**config.mk**
```make
export PLATFORM = sky130hd
export DESIGN_NAME = bp_be_fp_retire_pipe_flat
export DESIGN_NICKNAME = d
export VERILOG_FILES = /design/src/rtl/bp_be_fp_retire_pipe_pkg.sv /design/src/rtl/bp_be_fp_retire_pipe_if.sv /design/src/rtl/bp_be_fp_retire_pipe_fcsr.sv /design/src/rtl/bp_be_fp_retire_pipe.sv /design/src/flat_wrapper.sv
export SDC_FILE = /design/constraint.sdc
export NUM_CORES = 1
export LEC_CHECK = 0
export ABC_AREA = 0
export BUFFER_PORTS_ARGS = -buffer_cell sky130_fd_sc_hd__buf_2
export CAP_MARGIN = 10
export CORE_MARGIN = 2
export CORE_UTILIZATION = 35
export DETAILED_ROUTE_END_ITERATION = 16
export SLEW_MARGIN = 15
export SYNTH_ARGS = -nofsm -noshare
export SYNTH_HDL_FRONTEND = slang
export SYNTH_SLANG_ARGS = --single-unit
```
**constraint.sdc**
```tcl
create_clock -name clk_i -period 1.2 [get_ports clk_i]
set_clock_uncertainty 0.2 [all_clocks]
set_input_delay 0.24 -clock clk_i [delete_from_list [all_inputs] [get_ports clk_i]]
set_output_delay 0.24 -clock clk_i [all_outputs]
set_load 0.05 [all_outputs]
```
**src/rtl/bp_be_fp_retire_pipe_pkg.sv**
```systemverilog
// Shared types for the FP retire pipe: retire entry layout, fcsr sub-addresses
// and fflags bit positions.
package bp_be_pkg;

    localparam int reg_data_width_gp = 64;
    localparam int reg_addr_width_gp = 5;
    localparam int fflags_width_gp   = 5;

    localparam int fflags_nv_gp = 4;
    localparam int fflags_dz_gp = 3;
    localparam int fflags_of_gp = 2;
    localparam int fflags_uf_gp = 1;
    localparam int fflags_nx_gp = 0;

    typedef enum logic [1:0] {
        e_fcsr_fflags = 2'd0,
        e_fcsr_frm    = 2'd1,
        e_fcsr_full   = 2'd2
    } bp_be_fcsr_addr_e;

    typedef struct packed {
        logic                         fp_w;
        logic [reg_addr_width_gp-1:0] rd_addr;
        logic [fflags_width_gp-1:0]   fflags;
        logic [reg_data_width_gp-1:0] data;
    } bp_be_fp_retire_entry_s;

endpackage

```
**src/rtl/bp_be_fp_retire_pipe_if.sv**
```systemverilog
// Bundle between the FP pipe / CSR unit and the retire pipe.
interface bp_be_fp_retire_pipe_if
    import bp_be_pkg::*;
#(
    parameter int latency_p        = 4,
    parameter int reg_data_width_p = reg_data_width_gp,
    parameter int reg_addr_width_p = reg_addr_width_gp
);
    logic                                  v_i;
    logic [reg_data_width_p-1:0]           data_i;
    logic [fflags_width_gp-1:0]            fflags_i;
    logic [reg_addr_width_p-1:0]           rd_addr_i;
    logic                                  fp_w_i;
    logic                                  flush_i;
    logic                                  csr_w_v_i;
    logic [1:0]                            csr_w_addr_i;
    logic [7:0]                            csr_w_data_i;
    logic [7:0]                            fcsr_o;
    logic [2:0]                            frm_o;
    logic [latency_p-1:0]                  stage_v_o;
    logic [latency_p*reg_addr_width_p-1:0] stage_rd_o;
    logic [latency_p-1:0]                  stage_fp_o;
    logic                                  wb_v_o;
    logic                                  wb_fp_o;
    logic [reg_addr_width_p-1:0]           wb_rd_addr_o;
    logic [reg_data_width_p-1:0]           wb_data_o;

    modport master (
        output v_i, data_i, fflags_i, rd_addr_i, fp_w_i, flush_i,
               csr_w_v_i, csr_w_addr_i, csr_w_data_i,
        input  fcsr_o, frm_o, stage_v_o, stage_rd_o, stage_fp_o,
               wb_v_o, wb_fp_o, wb_rd_addr_o, wb_data_o
    );

    modport slave (
        input  v_i, data_i, fflags_i, rd_addr_i, fp_w_i, flush_i,
               csr_w_v_i, csr_w_addr_i, csr_w_data_i,
        output fcsr_o, frm_o, stage_v_o, stage_rd_o, stage_fp_o,
               wb_v_o, wb_fp_o, wb_rd_addr_o, wb_data_o
    );

endinterface

```
**src/rtl/bp_be_fp_retire_pipe_fcsr.sv**
```systemverilog
// Architectural fflags/frm: sticky flag accumulation from writeback, with a
// same-cycle CSR write taking priority on the fields it targets.
module bp_be_fp_fcsr
    import bp_be_pkg::*;
(
    input  logic                       clk_i,
    input  logic                       reset_i,
    input  logic                       wb_v_i,
    input  logic [fflags_width_gp-1:0] wb_fflags_i,
    input  logic                       csr_w_v_i,
    input  logic [1:0]                 csr_w_addr_i,
    input  logic [7:0]                 csr_w_data_i,
    output logic [fflags_width_gp-1:0] fflags_o,
    output logic [2:0]                 frm_o
);
    logic [fflags_width_gp-1:0] r_fflags, w_fflags_n;
    logic [2:0]                 r_frm, w_frm_n;
    bp_be_fcsr_addr_e           w_addr;

    assign w_addr = bp_be_fcsr_addr_e'(csr_w_addr_i);

    // The CSR op is younger than the retiring instruction, so it overwrites
    // rather than ORs with that instruction's flags.
    always_comb begin
        w_fflags_n = r_fflags | (wb_v_i ? wb_fflags_i : '0);
        w_frm_n    = r_frm;
        if (csr_w_v_i) begin
            case (w_addr)
                e_fcsr_fflags: w_fflags_n = csr_w_data_i[4:0];
                e_fcsr_frm:    w_frm_n    = csr_w_data_i[2:0];
                e_fcsr_full: begin
                    w_fflags_n = csr_w_data_i[4:0];
                    w_frm_n    = csr_w_data_i[7:5];
                end
                default: ;
            endcase
        end
    end

    always_ff @(posedge clk_i or posedge reset_i) begin
        if (reset_i) begin
            r_fflags <= '0;
            r_frm    <= '0;
        end else begin
            r_fflags <= w_fflags_n;
            r_frm    <= w_frm_n;
        end
    end

    assign fflags_o = r_fflags;
    assign frm_o    = r_frm;

endmodule

```
**src/rtl/bp_be_fp_retire_pipe.sv**
```systemverilog
// Fixed-depth shift pipe from FP pipe output to FP/int writeback; the last
// stage is the commit point and survives a flush.
module bp_be_fp_retire_pipe
    import bp_be_pkg::*;
#(
    parameter int latency_p        = 4,
    parameter int reg_data_width_p = reg_data_width_gp,
    parameter int reg_addr_width_p = reg_addr_width_gp
)(
    input logic                    clk_i,
    input logic                    reset_i,
    bp_be_fp_retire_pipe_if.slave  io
);
    logic [latency_p-1:0]   r_v;
    bp_be_fp_retire_entry_s r_entry [latency_p];
    bp_be_fp_retire_entry_s w_in;
    logic [4:0]             w_fflags;
    logic [2:0]             w_frm;

    assign w_in = '{fp_w: io.fp_w_i, rd_addr: io.rd_addr_i,
                    fflags: io.fflags_i, data: io.data_i};

    // Flush kills every uncommitted stage, including the one about to enter
    // the commit stage and the incoming op.
    always_ff @(posedge clk_i or posedge reset_i) begin
        if (reset_i) r_v <= '0;
        else         r_v <= {r_v[latency_p-2:0], io.v_i} & {latency_p{~io.flush_i}};
    end

    always_ff @(posedge clk_i) r_entry[0] <= w_in;

    for (genvar i = 1; i < latency_p; i++) begin : g_stage
        always_ff @(posedge clk_i) r_entry[i] <= r_entry[i-1];
    end

    for (genvar i = 0; i < latency_p; i++) begin : g_occ
        assign io.stage_rd_o[i*reg_addr_width_p +: reg_addr_width_p] = r_entry[i].rd_addr;
        assign io.stage_fp_o[i] = r_entry[i].fp_w;
    end

    assign io.stage_v_o    = r_v;
    assign io.wb_v_o       = r_v[latency_p-1];
    assign io.wb_fp_o      = r_entry[latency_p-1].fp_w;
    assign io.wb_rd_addr_o = r_entry[latency_p-1].rd_addr;
    assign io.wb_data_o    = r_entry[latency_p-1].data;

    bp_be_fp_fcsr u_fcsr (
        .clk_i        (clk_i),
        .reset_i      (reset_i),
        .wb_v_i       (r_v[latency_p-1]),
        .wb_fflags_i  (r_entry[latency_p-1].fflags),
        .csr_w_v_i    (io.csr_w_v_i),
        .csr_w_addr_i (io.csr_w_addr_i),
        .csr_w_data_i (io.csr_w_data_i),
        .fflags_o     (w_fflags),
        .frm_o        (w_frm)
    );

    assign io.frm_o  = w_frm;
    assign io.fcsr_o = {w_frm, w_fflags};

endmodule

```
**src/flat_wrapper.sv**
```systemverilog
// flat-port wrapper written by rule: the top's interface ports become plain ports
module bp_be_fp_retire_pipe_flat import bp_be_pkg::*;
#(
    parameter int latency_p        = 4,
    parameter int reg_data_width_p = reg_data_width_gp,
    parameter int reg_addr_width_p = reg_addr_width_gp
)
  (clk_i, reset_i, io_v_i, io_data_i, io_fflags_i, io_rd_addr_i, io_fp_w_i, io_flush_i, io_csr_w_v_i, io_csr_w_addr_i, io_csr_w_data_i, io_fcsr_o, io_frm_o, io_stage_v_o, io_stage_rd_o, io_stage_fp_o, io_wb_v_o, io_wb_fp_o, io_wb_rd_addr_o, io_wb_data_o);
  bp_be_fp_retire_pipe_if #(.latency_p(latency_p), .reg_data_width_p(reg_data_width_p), .reg_addr_width_p(reg_addr_width_p)) io_i ();
  input logic clk_i;
  input logic reset_i;
  input wire logic [$bits(io_i.v_i)-1:0] io_v_i;
  input wire logic [$bits(io_i.data_i)-1:0] io_data_i;
  input wire logic [$bits(io_i.fflags_i)-1:0] io_fflags_i;
  input wire logic [$bits(io_i.rd_addr_i)-1:0] io_rd_addr_i;
  input wire logic [$bits(io_i.fp_w_i)-1:0] io_fp_w_i;
  input wire logic [$bits(io_i.flush_i)-1:0] io_flush_i;
  input wire logic [$bits(io_i.csr_w_v_i)-1:0] io_csr_w_v_i;
  input wire logic [$bits(io_i.csr_w_addr_i)-1:0] io_csr_w_addr_i;
  input wire logic [$bits(io_i.csr_w_data_i)-1:0] io_csr_w_data_i;
  output wire logic [$bits(io_i.fcsr_o)-1:0] io_fcsr_o;
  output wire logic [$bits(io_i.frm_o)-1:0] io_frm_o;
  output wire logic [$bits(io_i.stage_v_o)-1:0] io_stage_v_o;
  output wire logic [$bits(io_i.stage_rd_o)-1:0] io_stage_rd_o;
  output wire logic [$bits(io_i.stage_fp_o)-1:0] io_stage_fp_o;
  output wire logic [$bits(io_i.wb_v_o)-1:0] io_wb_v_o;
  output wire logic [$bits(io_i.wb_fp_o)-1:0] io_wb_fp_o;
  output wire logic [$bits(io_i.wb_rd_addr_o)-1:0] io_wb_rd_addr_o;
  output wire logic [$bits(io_i.wb_data_o)-1:0] io_wb_data_o;
  assign io_i.v_i = io_v_i;
  assign io_i.data_i = io_data_i;
  assign io_i.fflags_i = io_fflags_i;
  assign io_i.rd_addr_i = io_rd_addr_i;
  assign io_i.fp_w_i = io_fp_w_i;
  assign io_i.flush_i = io_flush_i;
  assign io_i.csr_w_v_i = io_csr_w_v_i;
  assign io_i.csr_w_addr_i = io_csr_w_addr_i;
  assign io_i.csr_w_data_i = io_csr_w_data_i;
  assign io_fcsr_o = io_i.fcsr_o;
  assign io_frm_o = io_i.frm_o;
  assign io_stage_v_o = io_i.stage_v_o;
  assign io_stage_rd_o = io_i.stage_rd_o;
  assign io_stage_fp_o = io_i.stage_fp_o;
  assign io_wb_v_o = io_i.wb_v_o;
  assign io_wb_fp_o = io_i.wb_fp_o;
  assign io_wb_rd_addr_o = io_i.wb_rd_addr_o;
  assign io_wb_data_o = io_i.wb_data_o;
  bp_be_fp_retire_pipe #(.latency_p(latency_p), .reg_data_width_p(reg_data_width_p), .reg_addr_width_p(reg_addr_width_p)) u_core (.clk_i(clk_i), .reset_i(reset_i), .io(io_i));
endmodule
```
---- Word-level counts from Yosys, hierarchy flattened ----
Memory sizes are Yosys's and may differ from the RTL's.
Cells that the tools add are included.
storage, ports and cells
  memory bits (writable) .................. 300
  output and inout port bits .............. 110
  memories kept ........................... 1
  flip-flop bits (word level) ............. 12
cells by class
  bitwise gates (word level) .............. 3
  eq/ne operators ......................... 2
  muxes and demuxes ....................... 4
  reductions and logical operators ........ 4
memories
  name            words  width  read ports  clocked after memory_dff  wr ports  line                        source
  u_core.r_entry  4      75     4           0                         4         bp_be_fp_retire_pipe.sv:15  bp_be_fp_retire_entry_s r_entry [latency_p];
operators by type and width
  kind                                           number
  two-way mux 5 bit                              3
  one-hot mux 3 bit (2 select lines)             1
  OR 5 bit                                       1
  bitwise AND 4 bit                              1
  == test 2 x 1 -> 1 bit, second input constant  1
  == test 2 bit, second input constant           1
  logical NOT 2 bit                              1
  AND reduction 2 bit                            1
  nonzero test 2 bit                             1
  OR reduction 2 bit                             1
  inverter 1 bit                                 1

---- Depth between registers and ports, before layout ----
  depth after elaboration ................. 4
  depth in mapped cells ................... 5

---- By module ----
A second synthesis with hierarchy kept.
unflattened totals
  cell total of the unflattened synthesis .. 446
  area, all modules ....................... 7283.2 um^2
modules (own cells, without submodules)
  module                area each (um^2)  instances  cells an instance  seq. area each (um^2)
  bp_be_fp_retire_pipe  6862.8            1          406                6105.9
  bp_be_fp_fcsr         420.4             1          40                 200.2

---- Worst setup path after synthesis ----
No wires, ideal clock.
  path type ............................... register to output
  start ................................... register u_core.r_v[3], in the netlist u_core.io.stage_v_o[3]
  end ..................................... output io_stage_v_o[3]
  slack ................................... -0.214 ns
  cell stages (with the launch flop) ...... 2
  arrival time ............................ 0.974 ns
  cells stage by stage .................... dfrtp_1 buf_4
RTL lines
  what                    line                        source
  from (decl)             bp_be_fp_retire_pipe.sv:14  logic [latency_p-1:0] r_v;
  from (signal assigned)  bp_be_fp_retire_pipe.sv:27  else r_v <= {r_v[latency_p-2:0], io.v_i} & {latency_p{~io.flush_i}};
  to (decl)               flat_wrapper.sv:23          output wire logic [$bits(io_i.stage_v_o)-1:0] io_stage_v_o;
No word-level cell between the ends.

---- Final worst setup path ----
  start ................................... register u_core.r_v[3], in the netlist u_core.io.stage_v_o[3]
  end ..................................... output io_stage_v_o[3]
No word-level cell between the ends.

==> qor.txt <==
Run status -> finished, violations left
Violations in the final reports -> setup timing
Total iterations of the first detailed-routing run -> 4
Cell Int Power -> 0.0167 W
Clock Pin Slew Worst Setup and Hold Paths -> 0.06 ns
Number of pins exceeding their max-slew limit in the final report -> 0
Crit path launch type -> register
Power per cell area -> 2000 mW/mm²
Clock tree from TritonCTS -> built
CTS sink count -> 312
Synthesized netlist cell count -> 445
Cell depth of the worst setup path -> 1
Slew @ Worst Pin -> 0.451 ns
Post-Synthesis Mean Instance Area -> 16.4 µm²
Element type at the critical path end -> primary output
Static leakage power -> 4.77 nW
Post-Route M1 WL -> 4220 µm
Startpoint-to-endpoint class of the critical path -> reg -> out
Wire length on met2 -> 6730 µm
Main synth FF type -> sky130_fd_sc_hd__dfxtp_1
Drt via density -> 3.66
Required @ worst endpoint -> 0.76 ns
Floorplan die width -> 148 µm
Data arrival at the endpoint of the critical path -> 1.11 ns
Fraction of power spent switching nets -> 0.228
Count of maximum capacitance violations -> 0
Unique cell type count in the Yosys netlist -> 12
Fraction of layout instances using a drive strength above 1 -> 0.499
CP Max Fanout -> 3
Placeable core region -> 0.0204 mm²
VDD IR-drop max -> 0.00155 V
R2R setup slack -> 0.04 ns
Part of the Yosys area used for sequential elements -> 0.866
Dominant cells by area after synthesis -> sky130_fd_sc_hd__dfxtp_1 82%, sky130_fd_sc_hd__buf_4 10%, sky130_fd_sc_hd__dfrtp_1 4.1%, sky130_fd_sc_hd__mux2i_1 1.1%, sky130_fd_sc_hd__a21oi_1 0.55%
Maximum count of clock buffers along a single path -> 3
Psw -> 0.00492 W
Buf+Inv Stages, Crit Path -> 1
Relative contribution of combinational cells to total power -> 0.096
Final standard cell count with taps included and fillers excluded -> 959
H-tree depth -> 1
Placed cell areas -> 0.00789 mm²
Count of final setup violators -> 110
Top routing layer in use -> met4
Final Hold Violating Endpoints -> 0
Largest net degree at the start of global routing -> 16
Period utilisation layout -> 1.30
Final worst path period need -> 1.55 ns
Nets@finish -> 761
Vias after detailed routing -> 3513
Met3 routed wirelength -> 1100 µm
Total number of placement rows -> 52
Post-route setup slack -> -0.354 ns
Flip-flop and latch area -> 0.00642 mm²
Total Wirelength -> 12400 µm
Max incr delay on CP -> 0.44 ns
Leftover overflow at the end of global routing -> 0
Number of global-route vias before repair -> 4018
Portion of total power attributed to sequential cells -> 0.521
Delay-heaviest family, CP -> flip-flops
Endpoint of the worst register-to-register path -> u_core.u_fcsr.fflags_o[0]
Ordered list of cells on the worst path -> buf_6
Total routing resource utilization after global routing -> 0.107
Worst-skew pair later-pin latency -> 0.52 ns
Highest Clock Rate -> 0.643 GHz
Class of the tightest hold or removal check -> in -> async
RSZ-0062 raised after global routing -> yes
Height of the die -> 148 µm
Most frequent cell after synthesis -> sky130_fd_sc_hd__dfxtp_1
Post-synthesis sequential element count -> 312
Wire length of the first global-routing pass -> 18900 µm
Starting Density -> 0.358
Post-route cell area -> 0.0108 mm²
Number of CTS-inserted buffers -> 28
Cell chosen for the clock root -> sky130_fd_sc_hd__clkbuf_16
Relative contribution of the clock network to total power -> 0.383
Floorplan die area -> 0.0220 mm²
Most frequent cells after synthesis -> 300 x sky130_fd_sc_hd__dfxtp_1, 97 x sky130_fd_sc_hd__buf_4, 12 x sky130_fd_sc_hd__dfrtp_1
Reg2reg path depth -> 3
Half-perimeter wire length of the detailed placement result -> 6930 µm
Critical R2R Launch -> u_core.io.stage_v_o[3]
Share of the synthesized area in the top cell type -> 0.824
Inst Count DP -> 815
EDFF count, synth -> 0
Number of routed nets with antenna violations -> 0
DRC violation count after routing -> 0
Cell accounting for the most synthesized area -> sky130_fd_sc_hd__dfxtp_1
P&R area growth vs syn -> 48.2%
I/O Pins -> 200
Fill cell total of the finished layout -> 1569
Post-Synthesis Net Count -> 537
Highest-delay cell along the critical path -> sky130_fd_sc_hd__dfrtp_2
Count of routing violations after the opening detailed-route iteration -> 49
Synth Warn # -> 0
Hold Worst Slack -> 0.0801 ns
Slew margin rel. -> 0.699
Initial antenna violation count -> 1
Wire length per cell -> 12.9 µm
Count of buffers from port buffering -> 199
Combined area of the multi-input logic cells -> 218 µm²
Async set-or-reset flop fraction in the synthesized netlist -> 0.0385
Cell Area, Synth -> 0.00729 mm²
Gp weighted congestion -> 0.781
-- area by class of cell --
class,count,share of cell area
tap,270,0.0313
timing repair buffer,293,0.271
clock inverter,11,0.00811
inverter,8,0.00278
antenna,2,0.000463
sequential,312,0.595
clock buffer,37,0.0718
multi-input combinational,26,0.0202
-- flip-flops by register name, summed over array words and instances (netlist names) --
| register | flops |
|---|---|
| u_core.u_fcsr.fflags_o | 5 |
| u_core.r_entry | 300 |
| u_core.io.stage_v_o | 4 |
| u_core.u_fcsr.frm_o | 3 |
-- metal layers --
layer,up-vias,GRT usage
met1,1603,0.103
met3,35,0.0405
met5,-,0
li1,1732,-
met4,0,0.0400
met2,143,0.207
-- power groups by stage --
stage	clock [W]	combinational (W)	sequential, W
after floorplan	0	0.00103	0.0115
after global routing	0.00898	0.00214	0.0113
after global placement	0	0.00138	0.0113
after CTS	0.00851	0.00200	0.0112
after detailed placement	0	0.00139	0.0114
final	0.00827	0.00207	0.0113
-- through the flow --
step	util	setup TNS, ns	worst slack (ns)	total power [W]
floorplan	-	-0.0348	-0.0348	0.0125
global placement	0.388	-0.888	-0.138	0.0127
detailed placement	0.388	-1.32	-0.234	0.0128
CTS	0.524	-30.73	-0.377	0.0217
global route	0.530	-32.32	-0.400	0.0224
finish	0.530	-27.86	-0.354	0.0216
-- worst min-delay path: stages --
cell                            delay, ns
sky130_fd_sc_hd__dlygate4sd3_1       0.53
sky130_fd_sc_hd__buf_2               0.12
sky130_fd_sc_hd__inv_1               0.33
-- timing repair --
action / 4_1_cts / 5_1_grt
buffers inserted: 4 / 3
setup endpoints to repair: 110 / 110
gates resized for setup: 366 / 26
endpoints found under the hold margin: 99 / 0
hold buffers: 87 / 0
pin swaps: 0 / 0
-- cells in the final DEF, fill, tap and decap left out, types with 2 or more instances in the layout --
cell type                       Yosys  routed
sky130_fd_sc_hd__a31oi_1            3       3
sky130_fd_sc_hd__diode_2            0       2
sky130_fd_sc_hd__dfxtp_2            0      87
sky130_fd_sc_hd__clkbuf_8           0       2
sky130_fd_sc_hd__buf_6              1      26
sky130_fd_sc_hd__a21oi_1            8       8
sky130_fd_sc_hd__clkbuf_1           0       6
sky130_fd_sc_hd__nor2b_1            4       4
sky130_fd_sc_hd__inv_1              8       7
sky130_fd_sc_hd__dfxtp_1          300     212
sky130_fd_sc_hd__dfrtp_1           12       8
sky130_fd_sc_hd__buf_2              1      89
sky130_fd_sc_hd__clkbuf_16          0      29
sky130_fd_sc_hd__buf_4             97       7
sky130_fd_sc_hd__clkinv_2           0       7
sky130_fd_sc_hd__mux2i_1            8       8
sky130_fd_sc_hd__buf_8              0      84
sky130_fd_sc_hd__dfrtp_2            0       4
sky130_fd_sc_hd__dlygate4sd3_1      0      87
-- cell families after synthesis --
kind of cell / Yosys count / share of synthesized area
flip-flops: 312 / 0.866
buffers and inverters: 107 / 0.106
AO/OA/AOI/OAI: 12 / 0.0103
multiplexers: 8 / 0.0110
AND/OR/NAND/NOR: 4 / 0.00343
adder cells (fa/ha/maj): 2 / 0.00343
-- how the worst max path moves through the flow --
stage	start	endpoint	slack (ns)
final	u_core.io.stage_v_o[3]	io_stage_v_o[3]	-0.35
after detailed placement	io_csr_w_addr_i[1]	u_core.u_fcsr.fflags_o[1]	-0.23
after floorplan	u_core.io.stage_v_o[3]	io_stage_v_o[3]	-0.03
after global routing	u_core.io.stage_v_o[3]	io_stage_v_o[3]	-0.40
after global placement	io_csr_w_addr_i[1]	u_core.u_fcsr.fflags_o[3]	-0.14
after CTS	u_core.io.stage_v_o[3]	io_wb_v_o	-0.38
Note: power is estimated with default switching activity, not from simulation.
